`config.mk`:
```
export PLATFORM = sky130hd
export DESIGN_NAME = seg_display_mux_flat
export DESIGN_NICKNAME = d
export VERILOG_FILES = /design/src/rtl/disp_pkg.sv /design/src/rtl/seg_display_mux_if.sv /design/src/rtl/seg_display_mux_hex_to_7seg.sv /design/src/rtl/seg_display_mux.sv /design/src/flat_wrapper.sv
export SDC_FILE = /design/constraint.sdc
export NUM_CORES = 1
export LEC_CHECK = 0
export ABC_AREA = 1
export BUFFER_PORTS_ARGS = -buffer_cell sky130_fd_sc_hd__clkbuf_2
export CORE_AREA = 4 4 91 85
export CTS_CLUSTER_SIZE = 8
export DETAILED_ROUTE_END_ITERATION = 12
export DIE_AREA = 0 0 95 89
export GPL_TIMING_DRIVEN = 1
export PLACE_DENSITY = 0.62
export SYNTH_ARGS = -nofsm -noshare
export SYNTH_HDL_FRONTEND = slang
export SYNTH_SLANG_ARGS = --single-unit
```
`constraint.sdc`:
```
create_clock -name clk -period 2.6 [get_ports clk]
set_input_delay 0 -clock clk [delete_from_list [all_inputs] [get_ports clk]]
set_output_delay 0 -clock clk [all_outputs]
set_load 0.02 [all_outputs]
```
`src/rtl/disp_pkg.sv`:
```
// Shared seven-segment display constants: blank pattern, active-low hex
// segment table ({g,f,e,d,c,b,a}) and the scan indices that bound a frame.
package disp_pkg;

   localparam logic [6:0] SEG_OFF = 7'b1111111;

   // Entry n is the active-low pattern for hex digit n.
   localparam logic [15:0][6:0] HEX_SEG = {
      7'b0001110,  // F
      7'b0000110,  // E
      7'b0100001,  // d
      7'b1000110,  // C
      7'b0000011,  // b
      7'b0001000,  // A
      7'b0010000,  // 9
      7'b0000000,  // 8
      7'b1111000,  // 7
      7'b0000010,  // 6
      7'b0010010,  // 5
      7'b0011001,  // 4
      7'b0110000,  // 3
      7'b0100100,  // 2
      7'b1111001,  // 1
      7'b1000000   // 0
   };

   localparam logic [1:0] FRAME_LAST_SEL  = 2'b11;
   localparam logic [1:0] FRAME_FIRST_SEL = 2'b00;

endpackage

```
`src/rtl/seg_display_mux_if.sv`:
```
// Bus between the anode scanner / value source and seg_display_mux.
// master drives scan index, anodes and load data; slave drives the display.
interface seg_display_mux_if;

   logic [1:0]  seg_sel;
   logic [3:0]  an_in;
   logic [15:0] din;
   logic [3:0]  dp_in;
   logic        ld;
   logic [6:0]  seg;
   logic        dp;
   logic [3:0]  an_out;
   logic        pend;
   logic        upd_done;

   modport master (
      output seg_sel, an_in, din, dp_in, ld,
      input  seg, dp, an_out, pend, upd_done
   );

   modport slave (
      input  seg_sel, an_in, din, dp_in, ld,
      output seg, dp, an_out, pend, upd_done
   );

endinterface

```
`src/rtl/seg_display_mux_hex_to_7seg.sv`:
```
// Combinational hex nibble to active-low seven-segment decode.
module hex_to_7seg
   import disp_pkg::*;
(
   input  logic [3:0] nib_i,
   output logic [6:0] seg_o
);

   assign seg_o = HEX_SEG[nib_i];

endmodule

```
`src/rtl/seg_display_mux.sv`:
```
// Four-digit multiplexed 7-segment driver with double-buffered, frame-aligned
// updates. Optional leading-zero blanking: define LEAD_ZERO_BLANK_EN.
module seg_display_mux
   import disp_pkg::*;
(
   input logic              clk,
   input logic              reset,
   seg_display_mux_if.slave bus
);

   logic [15:0] disp_q, disp_d, buf_q, buf_d;
   logic [3:0]  dpr_q, dpr_d, bdp_q, bdp_d;
   logic        pend_q, pend_d;
   logic        upd_q, upd_d;
   logic [1:0]  prev_sel_q;
   logic [6:0]  seg_q, seg_d;
   logic        dp_q, dp_d;
   logic [3:0]  an_q;
   logic        commit;
   logic        sel_ok;
   logic [3:0]  nib;
   logic [3:0]  lz;
   logic [6:0]  hex_seg;

   always_comb begin
      commit = (prev_sel_q == FRAME_LAST_SEL) && (bus.seg_sel == FRAME_FIRST_SEL) && pend_q;
      disp_d = disp_q;
      dpr_d  = dpr_q;
      buf_d  = buf_q;
      bdp_d  = bdp_q;
      pend_d = pend_q;
      upd_d  = 1'b0;
      if (commit) begin
         disp_d = buf_q;
         dpr_d  = bdp_q;
         pend_d = 1'b0;
         upd_d  = 1'b1;
      end
      // A load in the commit cycle refills the buffer after the old contents moved out.
      if (bus.ld) begin
         buf_d  = bus.din;
         bdp_d  = bus.dp_in;
         pend_d = 1'b1;
      end
   end

   // Decode from the post-commit value so digit 0 of a new frame already shows it.
   always_comb begin
      nib    = '0;
      sel_ok = 1'b1;
      case (bus.seg_sel)
         2'd0:    nib = disp_d[3:0];
         2'd1:    nib = disp_d[7:4];
         2'd2:    nib = disp_d[11:8];
         2'd3:    nib = disp_d[15:12];
         default: sel_ok = 1'b0;
      endcase
   end

`ifdef LEAD_ZERO_BLANK_EN
   always_comb begin
      lz[3] = (disp_d[15:12] == 4'h0);
      lz[2] = lz[3] && (disp_d[11:8] == 4'h0);
      lz[1] = lz[2] && (disp_d[7:4] == 4'h0);
      lz[0] = 1'b0;
   end
`else
   assign lz = '0;
`endif

   hex_to_7seg u_dec (
      .nib_i (nib),
      .seg_o (hex_seg)
   );

   always_comb begin
      seg_d = (!sel_ok || lz[bus.seg_sel]) ? SEG_OFF : hex_seg;
      dp_d  = ~dpr_d[bus.seg_sel];
   end

   always_ff @(posedge clk or posedge reset) begin
      if (reset) begin
         disp_q     <= '0;
         dpr_q      <= '0;
         buf_q      <= '0;
         bdp_q      <= '0;
         pend_q     <= 1'b0;
         upd_q      <= 1'b0;
         prev_sel_q <= 2'b00;
         seg_q      <= SEG_OFF;
         dp_q       <= 1'b1;
         an_q       <= '1;
      end else begin
         disp_q     <= disp_d;
         dpr_q      <= dpr_d;
         buf_q      <= buf_d;
         bdp_q      <= bdp_d;
         pend_q     <= pend_d;
         upd_q      <= upd_d;
         prev_sel_q <= bus.seg_sel;
         seg_q      <= seg_d;
         dp_q       <= dp_d;
         an_q       <= bus.an_in;
      end
   end

   assign bus.seg      = seg_q;
   assign bus.dp       = dp_q;
   assign bus.an_out   = an_q;
   assign bus.pend     = pend_q;
   assign bus.upd_done = upd_q;

endmodule

```
`src/flat_wrapper.sv`:
```
// flat-port wrapper written by rule: the top's interface ports become plain ports
module seg_display_mux_flat import disp_pkg::*;
  (clk, reset, bus_seg_sel, bus_an_in, bus_din, bus_dp_in, bus_ld, bus_seg, bus_dp, bus_an_out, bus_pend, bus_upd_done);
  seg_display_mux_if bus_i ();
  input logic clk;
  input logic reset;
  input wire logic [$bits(bus_i.seg_sel)-1:0] bus_seg_sel;
  input wire logic [$bits(bus_i.an_in)-1:0] bus_an_in;
  input wire logic [$bits(bus_i.din)-1:0] bus_din;
  input wire logic [$bits(bus_i.dp_in)-1:0] bus_dp_in;
  input wire logic [$bits(bus_i.ld)-1:0] bus_ld;
  output wire logic [$bits(bus_i.seg)-1:0] bus_seg;
  output wire logic [$bits(bus_i.dp)-1:0] bus_dp;
  output wire logic [$bits(bus_i.an_out)-1:0] bus_an_out;
  output wire logic [$bits(bus_i.pend)-1:0] bus_pend;
  output wire logic [$bits(bus_i.upd_done)-1:0] bus_upd_done;
  assign bus_i.seg_sel = bus_seg_sel;
  assign bus_i.an_in = bus_an_in;
  assign bus_i.din = bus_din;
  assign bus_i.dp_in = bus_dp_in;
  assign bus_i.ld = bus_ld;
  assign bus_seg = bus_i.seg;
  assign bus_dp = bus_i.dp;
  assign bus_an_out = bus_i.an_out;
  assign bus_pend = bus_i.pend;
  assign bus_upd_done = bus_i.upd_done;
  seg_display_mux u_core (.clk(clk), .reset(reset), .bus(bus_i));
endmodule
```
; ---- Word-level counts from Yosys, hierarchy flattened
; Memory sizes are Yosys's and may differ from the RTL's. A register that Yosys moved wholly into a read port is not among the register bits.
; Index checks and enable logic that the tools add are counted.
[op_classes]
n_bitwise = 1
muxes = 8
reduce_logical = 4
magnitude_cmp = 1
eq_ne = 4
[op_table]
columns = op, count
row1 = 2-to-1 mux 16 bit, 1
row2 = one-hot mux 4 bit (4 select lines), 1
row3 = equality test 2 bit (second input constant), 3
row4 = 2-to-1 mux 1 bit, 4
row5 = 2-to-1 mux 4 bit, 1
row6 = < comparator 2 x 3 -> 1 bit (second input constant), 1
row7 = binary-select mux 1 bit (select 2 bit), 1
row8 = equality test 2 x 1 -> 1 bit (second input constant), 1
row9 = logical AND 1 bit, 2
row10 = logical NOT 2 bit, 1
row11 = nonzero test 2 bit, 1
row12 = inverter 1 bit, 1
[word_totals]
output_inout_bits = 14
regBits = 49
word_cells = 28
inputBits = 29
mem_count = 1
mem_bits_ro = 112
[mem_list]
columns = name, depth, word_bits, rd, rd_clocked_by_memory_dff, write_ports, line
row1 = (no name shown), 16, 7, 1, 1, 0, seg_display_mux_hex_to_7seg.sv:9  ; assign seg_o = HEX_SEG[nib_i];

; ---- Longest topological paths before layout
; Gate-level depths: netlist of run 1.
[depth]
word_depth = 7
ltp_mapped = 15
depth_no_buf = 14

; ---- Modules after synthesis
; A second synthesis of run 1 with hierarchy kept.
[unflattened]
cells_unflattened = 282
hier_area_um2 = 2577.5
[by_module_without_submodules]
columns = module, cells_each, seq_area_each_um2, n_inst, area_each_um2
row1 = seg_display_mux, 233, 1416.4, 1, 2303.5
row2 = hex_to_7seg, 49, 0.0, 1, 274.0

; ---- Worst setup path after synthesis of run 1
; Ideal clock, no wire load.
[synth_timing]
kind = register to register
start = reg u_core.pend_q (netlist: u_core.bus.pend)
end = reg u_core.seg_q[3] (netlist: u_core.bus.seg[3])
path_buffers = 1
setup_ns = 0.077
t_arrival_ns = 1.701
required_time_ns = 2.523
path_stages_with_launch = 12
period_less_slack_ns = 1.778
setup_slack_ns = 0.822
cell_sequence = dfrtp_1 -> buf_4 -> nand4_1 -> nand3_1 -> nand3_1 -> nor2_2 -> inv_1 -> ha_1 -> nand2_2 -> nand2_1 -> nand2_1 -> nand2_1
[synth_between]
elab_chain_cells = 3
[synth_lines]
columns = item, line
row1 = "start, declared", seg_display_mux.sv:13  ; logic pend_q, pend_d;
row2 = "start signal, assigned", seg_display_mux.sv:98  ; pend_q <= pend_d;
row3 = logical AND 1 bit, seg_display_mux.sv:26  ; commit = (prev_sel_q == FRAME_LAST_SEL) && (bus.seg_sel == FRAME_FIRST_SEL) && pend_q;
row4 = 2-to-1 mux 16 bit, seg_display_mux.sv:33  ; if (commit) begin
row5 = one-hot mux 4 bit (4 select lines), seg_display_mux.sv:51  ; case (bus.seg_sel)
row6 = "end, declared", seg_display_mux.sv:16  ; logic [6:0] seg_q, seg_d;
; No other way between the ends.
; A chain may end at the register's enable or synchronous reset.

; ---- Worst setup path in the final report of run 1
[layout_timing]
start = reg u_core.prev_sel_q[1]
end = reg u_core.seg_q[3] (netlist: u_core.bus.seg[3])
[layout_between]
elab_chain_cells = 5
[layout_lines]
columns = item, line
row1 = "start, declared", seg_display_mux.sv:15  ; logic [1:0] prev_sel_q;
row2 = "start signal, assigned", seg_display_mux.sv:100  ; prev_sel_q <= bus.seg_sel;
row3 = equality test 2 bit, seg_display_mux.sv:26
row4 = logical AND 1 bit (2 in series), seg_display_mux.sv:26
row5 = 2-to-1 mux 16 bit, seg_display_mux.sv:33
row6 = one-hot mux 4 bit (4 select lines), seg_display_mux.sv:51
; No other way between the ends.

==> results_tabular.tex, run 1 <==
\begin{tabular}{lr}
\hline
Metric & Value \\
\hline
\multicolumn{2}{l}{\textbf{Synth}} \\
\quad Number of different library cells in the post-synthesis netlist & 26 \\
\quad Total of flip-flops plus latches after synthesis & 56 \\
\quad Syn Inst Count & 295 \\
\quad Average footprint of a synthesized cell & 9.00 sq um \\
\quad Net Count, Synth & 330 \\
\quad Portion of the post-synthesis area used by sequential elements & 0.533 \\
\quad Area of the mapped netlist & between 2000 and 3000 sq um \\
\quad Count of yosys warnings during synthesis & 0 \\
\multicolumn{2}{l}{\textbf{Clock tree}} \\
\quad Buffers from clock root to sink, at most & 2 \\
\quad Clock buffer count from CTS & 5 \\
\quad Clock tree root buffer cell & sky130\_fd\_sc\_hd\_\_clkbuf\_8 \\
\quad TritonCTS clock tree & built \\
\quad Clock transition at the register clock pins on the worst setup and hold paths after CTS & about 0.1 ns \\
\quad Latest clock arrival within the worst-skew pair & roughly 0.31 ns \\
\quad Number of resized instances in the post-cts repair step & 0 \\
\quad Number of sinks driven by the clock tree & 56 \\
\quad Number of setup buffers added after CTS & 0 \\
\quad Max H-tree Level & 2 \\
\quad Hold-fix buffers at CTS & 27 \\
\multicolumn{2}{l}{\textbf{Route}} \\
\quad DRT Wirelength & 5330 um \\
\quad Count of vias placed by the detailed router & 1996 \\
\quad Total DRC errors in the routed layout & 0 \\
\quad Wirelength per Cell & approximately 12 um \\
\quad Remaining antenna violation count & 0 \\
\quad Iteration count of the initial detailed-routing pass & 4 \\
\quad Number of violations reported at the end of detailed-routing iteration 0 & between 70 and 80 \\
\quad Detailed-route vias per instance & roughly 4.3 \\
\multicolumn{2}{l}{\textbf{Global route}} \\
\quad Initial antenna violation count & 0 \\
\quad Wire length of the first global-routing pass & between 9000 and 10000 um \\
\quad GR met2 Demand/Resource & 0.232 \\
\quad Number of global-route vias before repair & between 2k and 2.5k \\
\quad Overflow left after global routing & 0 \\
\quad Pin count of the biggest net entering global routing & 34 \\
\quad Tot GR Track Use & 0.143 \\
\quad Met1 GRT Util & 0.197 \\
\quad Global Route met3 Usage & 0.0278 \\
\quad Most congested layer reported by global routing & met2 \\
\multicolumn{2}{l}{\textbf{Final layout}} \\
\quad Filler cell count in the final layout & about 670 \\
\quad Layout Nets & 401 \\
\quad Proportion of layout cells with a drive suffix above 1 & 0.256 \\
\quad Area growth from synthesis to layout & 24.3\% \\
\quad Number of antenna cells inserted & 0 \\
\quad Layout Cells excl Fill & 460 \\
\multicolumn{2}{l}{\textbf{STA}} \\
\quad Final count of negative-setup-slack endpoints & 0 \\
\quad Worst Tran Pin Value & 0.442 ns \\
\quad Max-slew headroom & 0.704 \\
\quad Worst-case clock skew & 0.00566 ns \\
\quad Number of hold-slack violations in the final timing report & 0 \\
\quad Accumulated negative setup slack & 0 ns \\
\quad Highest clock rate & approximately 460 MHz \\
\quad Period minus WS final & approximately 2.2 ns \\
\quad Max Transition Viols Final & 0 \\
\quad Final worst-path cycle share & 0.835 \\
\quad RSZ-0062 raised after global routing & false \\
\multicolumn{2}{l}{\textbf{Floorplan}} \\
\quad Die Span Y & $\sim$89 um \\
\quad CORE AREA & approximately 6800 sq um \\
\quad Width of the chip & 95 um \\
\quad Initial Util & 0.389 \\
\quad \# IOs & 43 \\
\quad Std cell rows & 29 \\
\quad Die area & around 8500 sq um \\
\multicolumn{2}{l}{\textbf{Worst setup path}} \\
\quad Max FO, Critical Path & 33 \\
\quad R2R cell count & 12 \\
\quad Critical path start-end classification & reg -> reg \\
\quad Required time at the worst-slack endpoint & between 2 and 3 ns \\
\quad Worst r2r dst & u\_core.bus.seg[3] \\
\quad CP Capture Type & flop \\
\quad RR Startpoint & u\_core.prev\_sel\_q[1] \\
\quad Data arrival time of the critical path & between 2 and 2.5 ns \\
\quad Startpoint of the worst setup timing path & u\_core.prev\_sel\_q[1] \\
\quad Capture point of the critical path & u\_core.bus.seg[3] \\
\quad Type of origin of the critical path & flop \\
\quad Reg2Reg Setup Slack & $\sim$0.43 ns \\
\multicolumn{2}{l}{\textbf{Placement}} \\
\quad Last weighted congestion value of the routability-driven placer & between 0.7 and 0.8 \\
\quad Cells after DPL & between 400 and 500 \\
\quad HPWL Detailed & 3850 um \\
\quad Buffers added on ports & 42 \\
\multicolumn{2}{l}{\textbf{Run status}} \\
\quad Run status & finished, final reports clean \\
\multicolumn{2}{l}{\textbf{Power}} \\
\quad P\_leak & approximately 1.7 nW \\
\quad Power per unit of standard cell area & around 640 nW/um\^{}2 \\
\quad Peak supply drop & roughly 0.24 mV \\
\multicolumn{2}{l}{\textbf{Min path}} \\
\quad HP Class & in -> async \\
\multicolumn{2}{l}{\textbf{Job}} \\
\quad Maximum Capacitance Violations & 0 \\
\hline
\end{tabular}
worst max-delay path, stage by stage (launching register included):
cell and delay (ns):
sky130_fd_sc_hd__dfrtp_1 0.34, sky130_fd_sc_hd__nand2_1 0.07, sky130_fd_sc_hd__inv_2 0.17, sky130_fd_sc_hd__nand3_4 0.35, sky130_fd_sc_hd__o21ai_2 0.26, sky130_fd_sc_hd__nor2_1 0.07
sky130_fd_sc_hd__nor2_2 0.23, sky130_fd_sc_hd__inv_1 0.12, sky130_fd_sc_hd__ha_1 0.24, sky130_fd_sc_hd__nand2_2 0.09, sky130_fd_sc_hd__nand2_1 0.06, sky130_fd_sc_hd__nand2_1 0.05
sky130_fd_sc_hd__nand2_1 0.05
Yosys cell counts, drive strengths merged:
cell    number  area [sq um]
nand3       23           143
clkbuf       4          15.0
o211ai       3          37.5
buf          6          56.3
o221ai       1          8.76
nand2       90           353
o21a         2          15.0
ha           6          75.1
dfrtp       44          1100
o21ai       25           140
and2         7          43.8
nand4       13           103
inv         52           195
nor2         7          53.8
dfstp       12           315
state kept, by name (all words and copies together) (netlist names):
signal,flops
u_core.bus.an_out,4
u_core.bus.seg,7
u_core.bus.upd_done,1
u_core.bus.pend,1
u_core.bus.dp,1
u_core.prev_sel_q,2
u_core.disp_q,16
u_core.dpr_q,4
u_core.bdp_q,4
u_core.buf_q,16
logic make-up (layout without fill, tap and decap cells):
kind of cell | Yosys count | in the layout | share of synthesized area
adders and majority gates | 6 | 6 | 0.0283
buffers and inverters | 62 | 134 | 0.100
and+or+nand+nor | 140 | 140 | 0.262
DFF | 56 | 56 | 0.533
AOI/OAI and AO/OA | 31 | 31 | 0.0759
report_power, final:
part / switching (W) / internal (W)
logic: 0.000347 / 0.000214
registers: 0.0000399 / 0.00104
clock network: 0.000278 / 0.000190
cells in the final DEF (no fill, tap or decap), types with 5 or more instances in the layout:
master                          count
sky130_fd_sc_hd__nand2_1           84
sky130_fd_sc_hd__inv_1             47
sky130_fd_sc_hd__dfrtp_1           44
sky130_fd_sc_hd__clkbuf_2          42
sky130_fd_sc_hd__dlygate4sd3_1     27
sky130_fd_sc_hd__nand3_1           19
sky130_fd_sc_hd__o21ai_0           17
sky130_fd_sc_hd__dfstp_2           12
sky130_fd_sc_hd__nand4_1           11
sky130_fd_sc_hd__and2_1             7
sky130_fd_sc_hd__nand2_2            6
sky130_fd_sc_hd__ha_1               6
sky130_fd_sc_hd__inv_2              5
sky130_fd_sc_hd__clkbuf_8           5
sky130_fd_sc_hd__buf_4              5
cell type report:
class	instances	area (sq um)	share of cell area
Sequential cell	56	1420	0.429
Multi-Input combinational cell	177	972	0.295
Timing Repair Buffer	74	518	0.157
Inverter	52	195	0.0592
Tap cell	93	116	0.0353
Clock buffer	7	76.3	0.0231
Clock inverter	1	5.00	0.00152
metrics by stage:
step	instance area, sq um	utilization	hold WS, ns	total power (W)	setup WS [ns]
final	3300	0.484	0.166	0.00210	0.428
after global routing	3300	0.484	0.185	0.00226	0.118
after CTS	3300	0.484	0.166	0.00213	0.395
after detailed placement	2950	0.432	-0.0506	0.00163	0.432
after global placement	2950	0.432	-0.0463	0.00161	0.529
after floorplan	2660	-	0.00448	0.00149	0.822
per-layer routing:
| metal | wire length (um) | up-vias |
|---|---|---|
| li1 | - | 1053 |
| met1 | 2720 | 893 |
| met2 | 2290 | 44 |
| met3 | 251 | 6 |
| met4 | 66 | 0 |
| met5 | 0 | - |
how the worst min path moves through the flow:
stage / startpoint / endpoint / slack, ns / cells after the start
3_5_place_dp: reset / u_core.disp_q[7] / -0.05 / 2
6_report: reset / u_core.buf_q[12] / 0.17 / 3
5_1_grt: reset / u_core.disp_q[7] / 0.18 / 3
3_3_place_gp: reset / u_core.buf_q[12] / -0.05 / 2
2_1_floorplan: bus_an_in[0] / u_core.bus.an_out[0] / 0.004 / 0
4_1_cts: reset / u_core.buf_q[12] / 0.17 / 3
Note: power is estimated with default switching activity, not from simulation.
==> run 2: changes to the inputs <==
--- a/config.mk
+++ b/config.mk
@@ -5,12 +5,12 @@
 export SDC_FILE = /design/constraint.sdc
 export NUM_CORES = 1
 export LEC_CHECK = 0
-export ABC_AREA = 1
+export ABC_AREA = 0
 export BUFFER_PORTS_ARGS = -buffer_cell sky130_fd_sc_hd__clkbuf_2
-export CORE_AREA = 4 4 91 85
+export CORE_AREA = 4 4 87 81
 export CTS_CLUSTER_SIZE = 8
 export DETAILED_ROUTE_END_ITERATION = 12
-export DIE_AREA = 0 0 95 89
+export DIE_AREA = 0 0 91 85
 export GPL_TIMING_DRIVEN = 1
 export PLACE_DENSITY = 0.62
 export SYNTH_ARGS = -nofsm -noshare
==> constraint.sdc (replaced) <==
create_clock -name clk -period 2.2 [get_ports clk]
set_input_delay 0 -clock clk [delete_from_list [all_inputs] [get_ports clk]]
set_output_delay 0 -clock clk [all_outputs]
set_load 0.02 [all_outputs]
==> results_tabular.tex, run 2 <==
\begin{tabular}{lr}
\hline
Metric & Value \\
\hline
\multicolumn{2}{l}{\textbf{Run status}} \\
\quad Run status & finished, final reports clean \\
\multicolumn{2}{l}{\textbf{Clock tree}} \\
\quad Max H-tree Level & 2 (unchanged) \\
\quad Clock tree root buffer cell & sky130\_fd\_sc\_hd\_\_clkbuf\_8 \\
\quad Clock buffer count from CTS & 5 (unchanged) \\
\quad Clock transition at the register clock pins on the worst setup and hold paths after CTS & 0.10 ns (about the same) \\
\quad Number of sinks driven by the clock tree & 56 (unchanged) \\
\quad Buffers from clock root to sink, at most & 2 (unchanged) \\
\quad TritonCTS clock tree & built \\
\quad Latest clock arrival within the worst-skew pair & 0.30 ns (about the same) \\
\multicolumn{2}{l}{\textbf{Floorplan}} \\
\quad Width of the chip & 91 um (-4.2\%) \\
\quad Die Span Y & 85 um (-4.5\%) \\
\quad Die area & 7740 sq um (-8.5\%) \\
\quad Initial Util & 0.390 (+0.00111) \\
\quad Std cell rows & 27 (-6.9\%) \\
\quad \# IOs & 43 (unchanged) \\
\quad CORE AREA & 6080 sq um (-11\%) \\
\multicolumn{2}{l}{\textbf{Power}} \\
\quad Post-layout total power & 0.00253 W (+20\%) \\
\quad Power per unit of standard cell area & 825 nW/um\^{}2 (+29\%) \\
\quad P\_leak & 1.50 nW (-14\%) \\
\quad Peak supply drop & 0.447 mV (+90\%) \\
\multicolumn{2}{l}{\textbf{Synth}} \\
\quad Top area cells in the synthesized netlist & sky130\_fd\_sc\_hd\_\_dfrtp\_1 46\%, sky130\_fd\_sc\_hd\_\_dfstp\_2 13\%, sky130\_fd\_sc\_hd\_\_mux2\_2 12\%, sky130\_fd\_sc\_hd\_\_nand2\_1 9.2\%, sky130\_fd\_sc\_hd\_\_ha\_1 3.2\% \\
\quad Total of flip-flops plus latches after synthesis & 56 (unchanged) \\
\quad Area of the mapped netlist & 2370 sq um (-11\%) \\
\quad Top-count cell post-synth & sky130\_fd\_sc\_hd\_\_nand2\_1 \\
\quad Share of synthesized registers carrying an async set or reset & 1.00 (unchanged) \\
\quad Net Count, Synth & 230 (-30\%) \\
\quad Count of yosys warnings during synthesis & 0 (unchanged) \\
\quad Average footprint of a synthesized cell & 12.2 sq um (+35\%) \\
\quad Syn Inst Count & 195 (-34\%) \\
\quad Portion of the post-synthesis area used by sequential elements & 0.597 (+0.0633) \\
\quad Number of enable-type register cells in the synthesized netlist & 0 (unchanged) \\
\quad Largest area contributor in the netlist & sky130\_fd\_sc\_hd\_\_dfrtp\_1 \\
\quad Number of different library cells in the post-synthesis netlist & 27 (+3.8\%) \\
\quad Most used DFF post-synth & sky130\_fd\_sc\_hd\_\_dfrtp\_1 \\
\quad Commonest cells in the netlist & 58 x sky130\_fd\_sc\_hd\_\_nand2\_1, 44 x sky130\_fd\_sc\_hd\_\_dfrtp\_1, 26 x sky130\_fd\_sc\_hd\_\_mux2\_2 \\
\quad Synth top area share & 0.464 (+0.0492) \\
\multicolumn{2}{l}{\textbf{Global route}} \\
\quad Tot GR Track Use & 0.118 (-0.0245) \\
\quad Pin count of the biggest net entering global routing & 23 (-32\%) \\
\quad Initial antenna violation count & 0 (unchanged) \\
\quad Wire length of the first global-routing pass & 7470 um (-21\%) \\
\quad Number of global-route vias before repair & 1634 (-19\%) \\
\quad Overflow left after global routing & 0 (unchanged) \\
\multicolumn{2}{l}{\textbf{Placement}} \\
\quad Placed cell areas & 2690 sq um (-8.8\%) \\
\quad HPWL Detailed & 3070 um (-20\%) \\
\quad Buffers added on ports & 42 (unchanged) \\
\quad Last weighted congestion value of the routability-driven placer & 0.757 (-2.8\%) \\
\multicolumn{2}{l}{\textbf{STA}} \\
\quad Number of hold-slack violations in the final timing report & 0 (unchanged) \\
\quad Worst-case clock skew & 0.00459 ns (-0.00107 ns) \\
\quad Final count of negative-setup-slack endpoints & 0 (unchanged) \\
\quad Max-slew headroom & 0.644 (-0.0599) \\
\quad Final worst-path cycle share & 0.974 (+0.139) \\
\quad Worst Tran Pin Value & 0.534 ns (+0.0914 ns) \\
\quad Max Transition Viols Final & 0 (unchanged) \\
\quad Highest clock rate & 467 MHz (+1.4\%) \\
\quad Period minus WS final & 2.14 ns (-0.0292 ns) \\
\quad Accumulated negative setup slack & 0 ns (unchanged) \\
\multicolumn{2}{l}{\textbf{Worst setup path}} \\
\quad Required time at the worst-slack endpoint & 2.43 ns (-0.42 ns) \\
\quad Max stage delay on crit path & 0.52 ns (+0.17 ns) \\
\quad Cells along the critical path & nand3\_4 -> mux2\_2 -> mux4\_2 -> ha\_1 -> and3\_1 -> a221o\_1 \\
\quad Type of origin of the critical path & flop \\
\quad Critical path start-end classification & reg -> reg \\
\quad CP Capture Type & flop \\
\quad Crit path max-delay cell type & sky130\_fd\_sc\_hd\_\_mux4\_2 \\
\quad Max FO, Critical Path & 5 (-85\%) \\
\quad Data arrival time of the critical path & 2.37 ns (-0.05 ns) \\
\quad CP bufs+invs & 0 (-2) \\
\quad CP top delay family & multiplexers \\
\multicolumn{2}{l}{\textbf{Final layout}} \\
\quad Commonest non-fill, non-tap cell in the layout & sky130\_fd\_sc\_hd\_\_nand2\_1 \\
\quad Leading cell types in the layout, fill and taps excluded & 58 x sky130\_fd\_sc\_hd\_\_nand2\_1, 44 x sky130\_fd\_sc\_hd\_\_dfrtp\_1, 42 x sky130\_fd\_sc\_hd\_\_clkbuf\_2, 27 x sky130\_fd\_sc\_hd\_\_dlygate4sd3\_1, 26 x sky130\_fd\_sc\_hd\_\_mux2\_2 \\
\quad Area growth from synthesis to layout & 29.0\% \\
\quad Layout Nets & 307 (-23\%) \\
\quad Number of antenna cells inserted & 0 (unchanged) \\
\quad Proportion of layout cells with a drive suffix above 1 & 0.386 (+0.130) \\
\quad Fin area & 3060 sq um (-7.2\%) \\
\quad End-of-flow core utilization & 0.504 (+0.0200) \\
\multicolumn{2}{l}{\textbf{Route}} \\
\quad Detailed-route vias per instance & 4.64 (+7.0\%) \\
\quad Count of vias placed by the detailed router & 1597 (-20\%) \\
\quad Remaining antenna violation count & 0 (unchanged) \\
\quad Wirelength per Cell & 12.5 um (+8.2\%) \\
\quad DRT Wirelength & 4310 um (-19\%) \\
\quad Iteration count of the initial detailed-routing pass & 4 (unchanged) \\
\quad Total DRC errors in the routed layout & 0 (unchanged) \\
\quad Number of violations reported at the end of detailed-routing iteration 0 & 43 (-40\%) \\
\multicolumn{2}{l}{\textbf{Min path}} \\
\quad HP Class & in -> async \\
\multicolumn{2}{l}{\textbf{Job}} \\
\quad Maximum Capacitance Violations & 0 (unchanged) \\
\hline
\end{tabular}
run 2: what timing repair did:
action,4_1_cts,5_1_grt
hold buffers,27,0
setup buffers,0,2
endpoints found under the hold margin,46,0
endpoints found under the setup margin,0,5
resized for setup,0,1
run 2: worst paths after layout:
kind                                       start                 to  slack [ns]  depth (start not counted)
worst max-delay path             u_core.bus.pend  u_core.bus.seg[0]        0.06                          6
worst min-delay path                       reset    u_core.bus.pend        0.25                          3
worst max register to register   u_core.bus.pend  u_core.bus.seg[0]        0.06                          6
worst min register to register  u_core.buf_q[14]  u_core.disp_q[14]        0.47                          2
max in group asynchronous                  reset  u_core.bus.seg[4]        1.30                          4
min in group clk                          bus_ld    u_core.bus.pend        0.31                          2
run 2: layout make-up:
| type | count | area [sq um] |
|---|---|---|
| clock buffers | 5 | 68.8 |
| clock inverters | 2 | 12.5 |
| fillers | 551 | 3020 |
| inverters | 7 | 26.3 |
| multi-input cells | 124 | 901 |
| flip-flops and latches | 56 | 1420 |
| well taps | 72 | 90.1 |
| repair buffers | 78 | 548 |
run 2: power by group:
group	internal, W	switching, W
sequential	0.00125	0.0000788
combinational	0.000321	0.000342
clock	0.000217	0.000317
total	0.00179	0.000739
run 2: kinds of logic (layout without fill, tap and decap cells):
logic type / count (synthesis) / after routing / share of synthesized area
AO/OA/AOI/OAI: 12 / 12 / 0.0348
XOR/XNOR: 1 / 1 / 0.00369
adder cells (fa/ha/maj): 6 / 6 / 0.0316
buffers and inverters: 15 / 92 / 0.0269
flip-flops: 56 / 56 / 0.597
multiplexers: 37 / 37 / 0.188
AND/OR/NAND/NOR: 68 / 68 / 0.119
run 2: tightest hold or removal path, cell delays in order:
cell and delay [ns]:
sky130_fd_sc_hd__dlygate4sd3_1 0.53, sky130_fd_sc_hd__clkbuf_2 0.11, sky130_fd_sc_hd__inv_2 0.34
run 2: through the flow:
stage / hold slack [ns] / setup slack, ns / cells
3_5_place_dp: 0.0358 / 0.0276 / 308
6_report: 0.246 / 0.0574 / 344
2_1_floorplan: 0.00448 / 0.0355 / 195
5_1_grt: 0.296 / -0.00751 / 344
3_3_place_gp: 0.0321 / 0.0714 / 308
4_1_cts: 0.258 / 0.0146 / 342
run 2: per-layer routing:
metal	up-vias	GRT usage	wire, um
met5	-	0	0
met4	0	0.0329	29
met3	2	0.0293	231
met2	39	0.200	2040
met1	760	0.151	2000
li1	796	-	-
==> run 3: changes to the inputs <==
--- a/config.mk
+++ b/config.mk
@@ -12,7 +12,8 @@
 export DETAILED_ROUTE_END_ITERATION = 12
 export DIE_AREA = 0 0 91 85
 export GPL_TIMING_DRIVEN = 1
-export PLACE_DENSITY = 0.62
+export PLACE_DENSITY = 0.65
+export SETUP_SLACK_MARGIN = 0.02
 export SYNTH_ARGS = -nofsm -noshare
 export SYNTH_HDL_FRONTEND = slang
 export SYNTH_SLANG_ARGS = --single-unit
==> results_tabular.tex, run 3 (same netlist as run 2, synthesis figures left out) <==
\begin{tabular}{lr}
\hline
Metric & Value \\
\hline
\multicolumn{2}{l}{\textbf{Placement}} \\
\quad Last weighted congestion value of the routability-driven placer & 0.780 (+2.9\%) \\
\quad Buffers added on ports & 42 (unchanged) \\
\quad HPWL Detailed & 3130 um (+2.1\%) \\
\multicolumn{2}{l}{\textbf{Floorplan}} \\
\quad Initial Util & 0.390 (unchanged) \\
\quad CORE AREA & 6080 sq um (unchanged) \\
\quad Width of the chip & 91 um (unchanged) \\
\quad Die area & 7740 sq um (unchanged) \\
\quad Std cell rows & 27 (unchanged) \\
\quad Die Span Y & 85 um (unchanged) \\
\quad \# IOs & 43 (unchanged) \\
\multicolumn{2}{l}{\textbf{Power}} \\
\quad Peak supply drop & 0.416 mV (-6.9\%) \\
\quad P\_leak & 1.51 nW (+0.97\%) \\
\quad Power per unit of standard cell area & 832 nW/um\^{}2 (+0.78\%) \\
\quad Post-layout total power & 0.00257 W (+1.7\%) \\
\multicolumn{2}{l}{\textbf{STA}} \\
\quad Max-slew headroom & 0.601 (-0.0432) \\
\quad Worst Tran Pin Value & 0.598 ns (+0.0639 ns) \\
\quad Max Transition Viols Final & 0 (unchanged) \\
\quad Final count of negative-setup-slack endpoints & 0 (unchanged) \\
\quad Accumulated negative setup slack & 0 ns (unchanged) \\
\quad Period minus WS final & 2.10 ns (-0.0448 ns) \\
\quad Worst-case clock skew & 0.0108 ns (+0.00620 ns) \\
\quad RSZ-0062 raised after global routing & true \\
\quad Final worst-path cycle share & 0.954 (-0.0203) \\
\quad Highest clock rate & 477 MHz (+2.1\%) \\
\quad Number of hold-slack violations in the final timing report & 0 (unchanged) \\
\multicolumn{2}{l}{\textbf{Final layout}} \\
\quad Commonest non-fill, non-tap cell in the layout & sky130\_fd\_sc\_hd\_\_nand2\_1 \\
\quad Proportion of layout cells with a drive suffix above 1 & 0.389 (+0.00306) \\
\quad Filler cell count in the final layout & 537 (-2.5\%) \\
\quad End-of-flow core utilization & 0.508 (+0.00453) \\
\quad Area growth from synthesis to layout & 30.2\% \\
\quad Number of antenna cells inserted & 0 (unchanged) \\
\quad Leading cell types in the layout, fill and taps excluded & 58 x sky130\_fd\_sc\_hd\_\_nand2\_1, 44 x sky130\_fd\_sc\_hd\_\_dfrtp\_1, 42 x sky130\_fd\_sc\_hd\_\_clkbuf\_2, 27 x sky130\_fd\_sc\_hd\_\_dlygate4sd3\_1, 26 x sky130\_fd\_sc\_hd\_\_mux2\_2 \\
\quad Layout Nets & 309 (+0.65\%) \\
\multicolumn{2}{l}{\textbf{Worst setup path}} \\
\quad Worst r2r dst & u\_core.bus.seg[0] \\
\quad Reg2Reg Setup Slack & 0.10 ns (+0.04 ns) \\
\quad Type of origin of the critical path & flop \\
\quad Max stage delay on crit path & 0.53 ns (about the same) \\
\quad Stages on the worst setup path & 6 (unchanged) \\
\quad R2R cell count & 6 (unchanged) \\
\quad Crit path max-delay cell type & sky130\_fd\_sc\_hd\_\_mux4\_2 \\
\quad CP bufs+invs & 0 (unchanged) \\
\quad CP Capture Type & flop \\
\quad Data arrival time of the critical path & 2.34 ns (-0.03 ns) \\
\quad Max FO, Critical Path & 6 (+1) \\
\quad RR Startpoint & u\_core.bus.pend \\
\quad CP top delay family & multiplexers \\
\quad Critical path start-end classification & reg -> reg \\
\quad Required time at the worst-slack endpoint & 2.44 ns (about the same) \\
\quad Cells along the critical path & nand3\_2 -> mux2\_2 -> mux4\_2 -> ha\_1 -> and3\_1 -> a221o\_1 \\
\multicolumn{2}{l}{\textbf{Clock tree}} \\
\quad Number of sinks driven by the clock tree & 56 (unchanged) \\
\quad Max H-tree Level & 2 (unchanged) \\
\quad TritonCTS clock tree & built \\
\quad Clock transition at the register clock pins on the worst setup and hold paths after CTS & 0.10 ns (about the same) \\
\quad Clock buffer count from CTS & 5 (unchanged) \\
\quad Clock tree root buffer cell & sky130\_fd\_sc\_hd\_\_clkbuf\_8 \\
\quad Latest clock arrival within the worst-skew pair & 0.31 ns (about the same) \\
\quad Buffers from clock root to sink, at most & 2 (unchanged) \\
\multicolumn{2}{l}{\textbf{Route}} \\
\quad Count of vias placed by the detailed router & 1614 (+1.1\%) \\
\quad Total DRC errors in the routed layout & 0 (unchanged) \\
\quad Remaining antenna violation count & 0 (unchanged) \\
\quad Number of violations reported at the end of detailed-routing iteration 0 & 55 (+28\%) \\
\quad Iteration count of the initial detailed-routing pass & 4 (unchanged) \\
\quad DRT Wirelength & 4380 um (+1.7\%) \\
\quad Detailed-route vias per instance & 4.65 (+0.19\%) \\
\quad Wirelength per Cell & 12.6 um (+0.79\%) \\
\multicolumn{2}{l}{\textbf{Min path}} \\
\quad HP Class & in -> async \\
\multicolumn{2}{l}{\textbf{Global route}} \\
\quad Tot GR Track Use & 0.124 (+0.00551) \\
\quad Number of global-route vias before repair & 1672 (+2.3\%) \\
\quad Overflow left after global routing & 0 (unchanged) \\
\quad Initial antenna violation count & 0 (unchanged) \\
\quad Wire length of the first global-routing pass & 7740 um (+3.6\%) \\
\quad Pin count of the biggest net entering global routing & 29 (+26\%) \\
\multicolumn{2}{l}{\textbf{Job}} \\
\quad Maximum Capacitance Violations & 0 (unchanged) \\
\multicolumn{2}{l}{\textbf{Run status}} \\
\quad Run status & finished, final reports clean \\
\hline
\end{tabular}
## run 3: area by class of cell
class                           instances  area [sq um]  area share
Sequential cell                        56          1420       0.458
Multi-Input combinational cell        124           893       0.289
Timing Repair Buffer                   80           576       0.186
Tap cell                               72          90.1      0.0291
Clock buffer                            6          72.6      0.0235
Inverter                                7          26.3     0.00850
Clock inverter                          2          16.3     0.00526
## run 3: worst max path at each step
| stage | start | endpoint | slack, ns |
|---|---|---|---|
| global placement | u_core.bus.pend | u_core.bus.seg[0] | 0.15 |
| CTS | u_core.bus.pend | u_core.bus.seg[0] | 0.08 |
| detailed placement | u_core.bus.pend | u_core.bus.seg[0] | 0.09 |
| global route | u_core.bus.pend | u_core.bus.seg[3] | 0.01 |
| floorplan | u_core.bus.pend | u_core.bus.seg[0] | 0.04 |
| finish | u_core.bus.pend | u_core.bus.seg[0] | 0.10 |
## run 3: per-layer routing
metal,GRT usage,wire [um]
met1,0.163,2060
met2,0.202,2060
met3,0.0284,214
met4,0.0411,44
met5,0,0
## run 3: timing repair
action,4_1_cts,5_1_grt
setup buffers,0,2
hold endpoints to repair,45,0
resized for setup,0,1
hold buffers,27,0
endpoints found under the setup margin,0,5
## run 3: worst reg2reg max path, stage by stage (launching register included)
cell and delay, ns:
sky130_fd_sc_hd__dfrtp_1 0.41, sky130_fd_sc_hd__nand3_2 0.09, sky130_fd_sc_hd__mux2_2 0.32, sky130_fd_sc_hd__mux4_2 0.53, sky130_fd_sc_hd__ha_1 0.27, sky130_fd_sc_hd__and3_1 0.16, sky130_fd_sc_hd__a221o_1 0.25
## run 3: metrics by stage
| stage | hold WS [ns] | cell area [sq um] | setup WS (ns) | std cells |
|---|---|---|---|---|
| 6_report | 0.291 | 3090 | 0.102 | 347 |
| 5_1_grt | 0.318 | 3090 | 0.0131 | 347 |
| 4_1_cts | 0.306 | 3080 | 0.0806 | 345 |
| 3_5_place_dp | 0.0898 | 2720 | 0.0925 | 310 |
| 3_3_place_gp | 0.0890 | 2720 | 0.146 | 310 |
| 2_1_floorplan | 0.00448 | 2370 | 0.0355 | 195 |
## run 3: where the power goes
part           switching, W  internal (W)  leakage (nW)
Combinational      0.000350      0.000331         0.813
Clock              0.000332      0.000227        0.0414
Sequential        0.0000790       0.00125         0.658
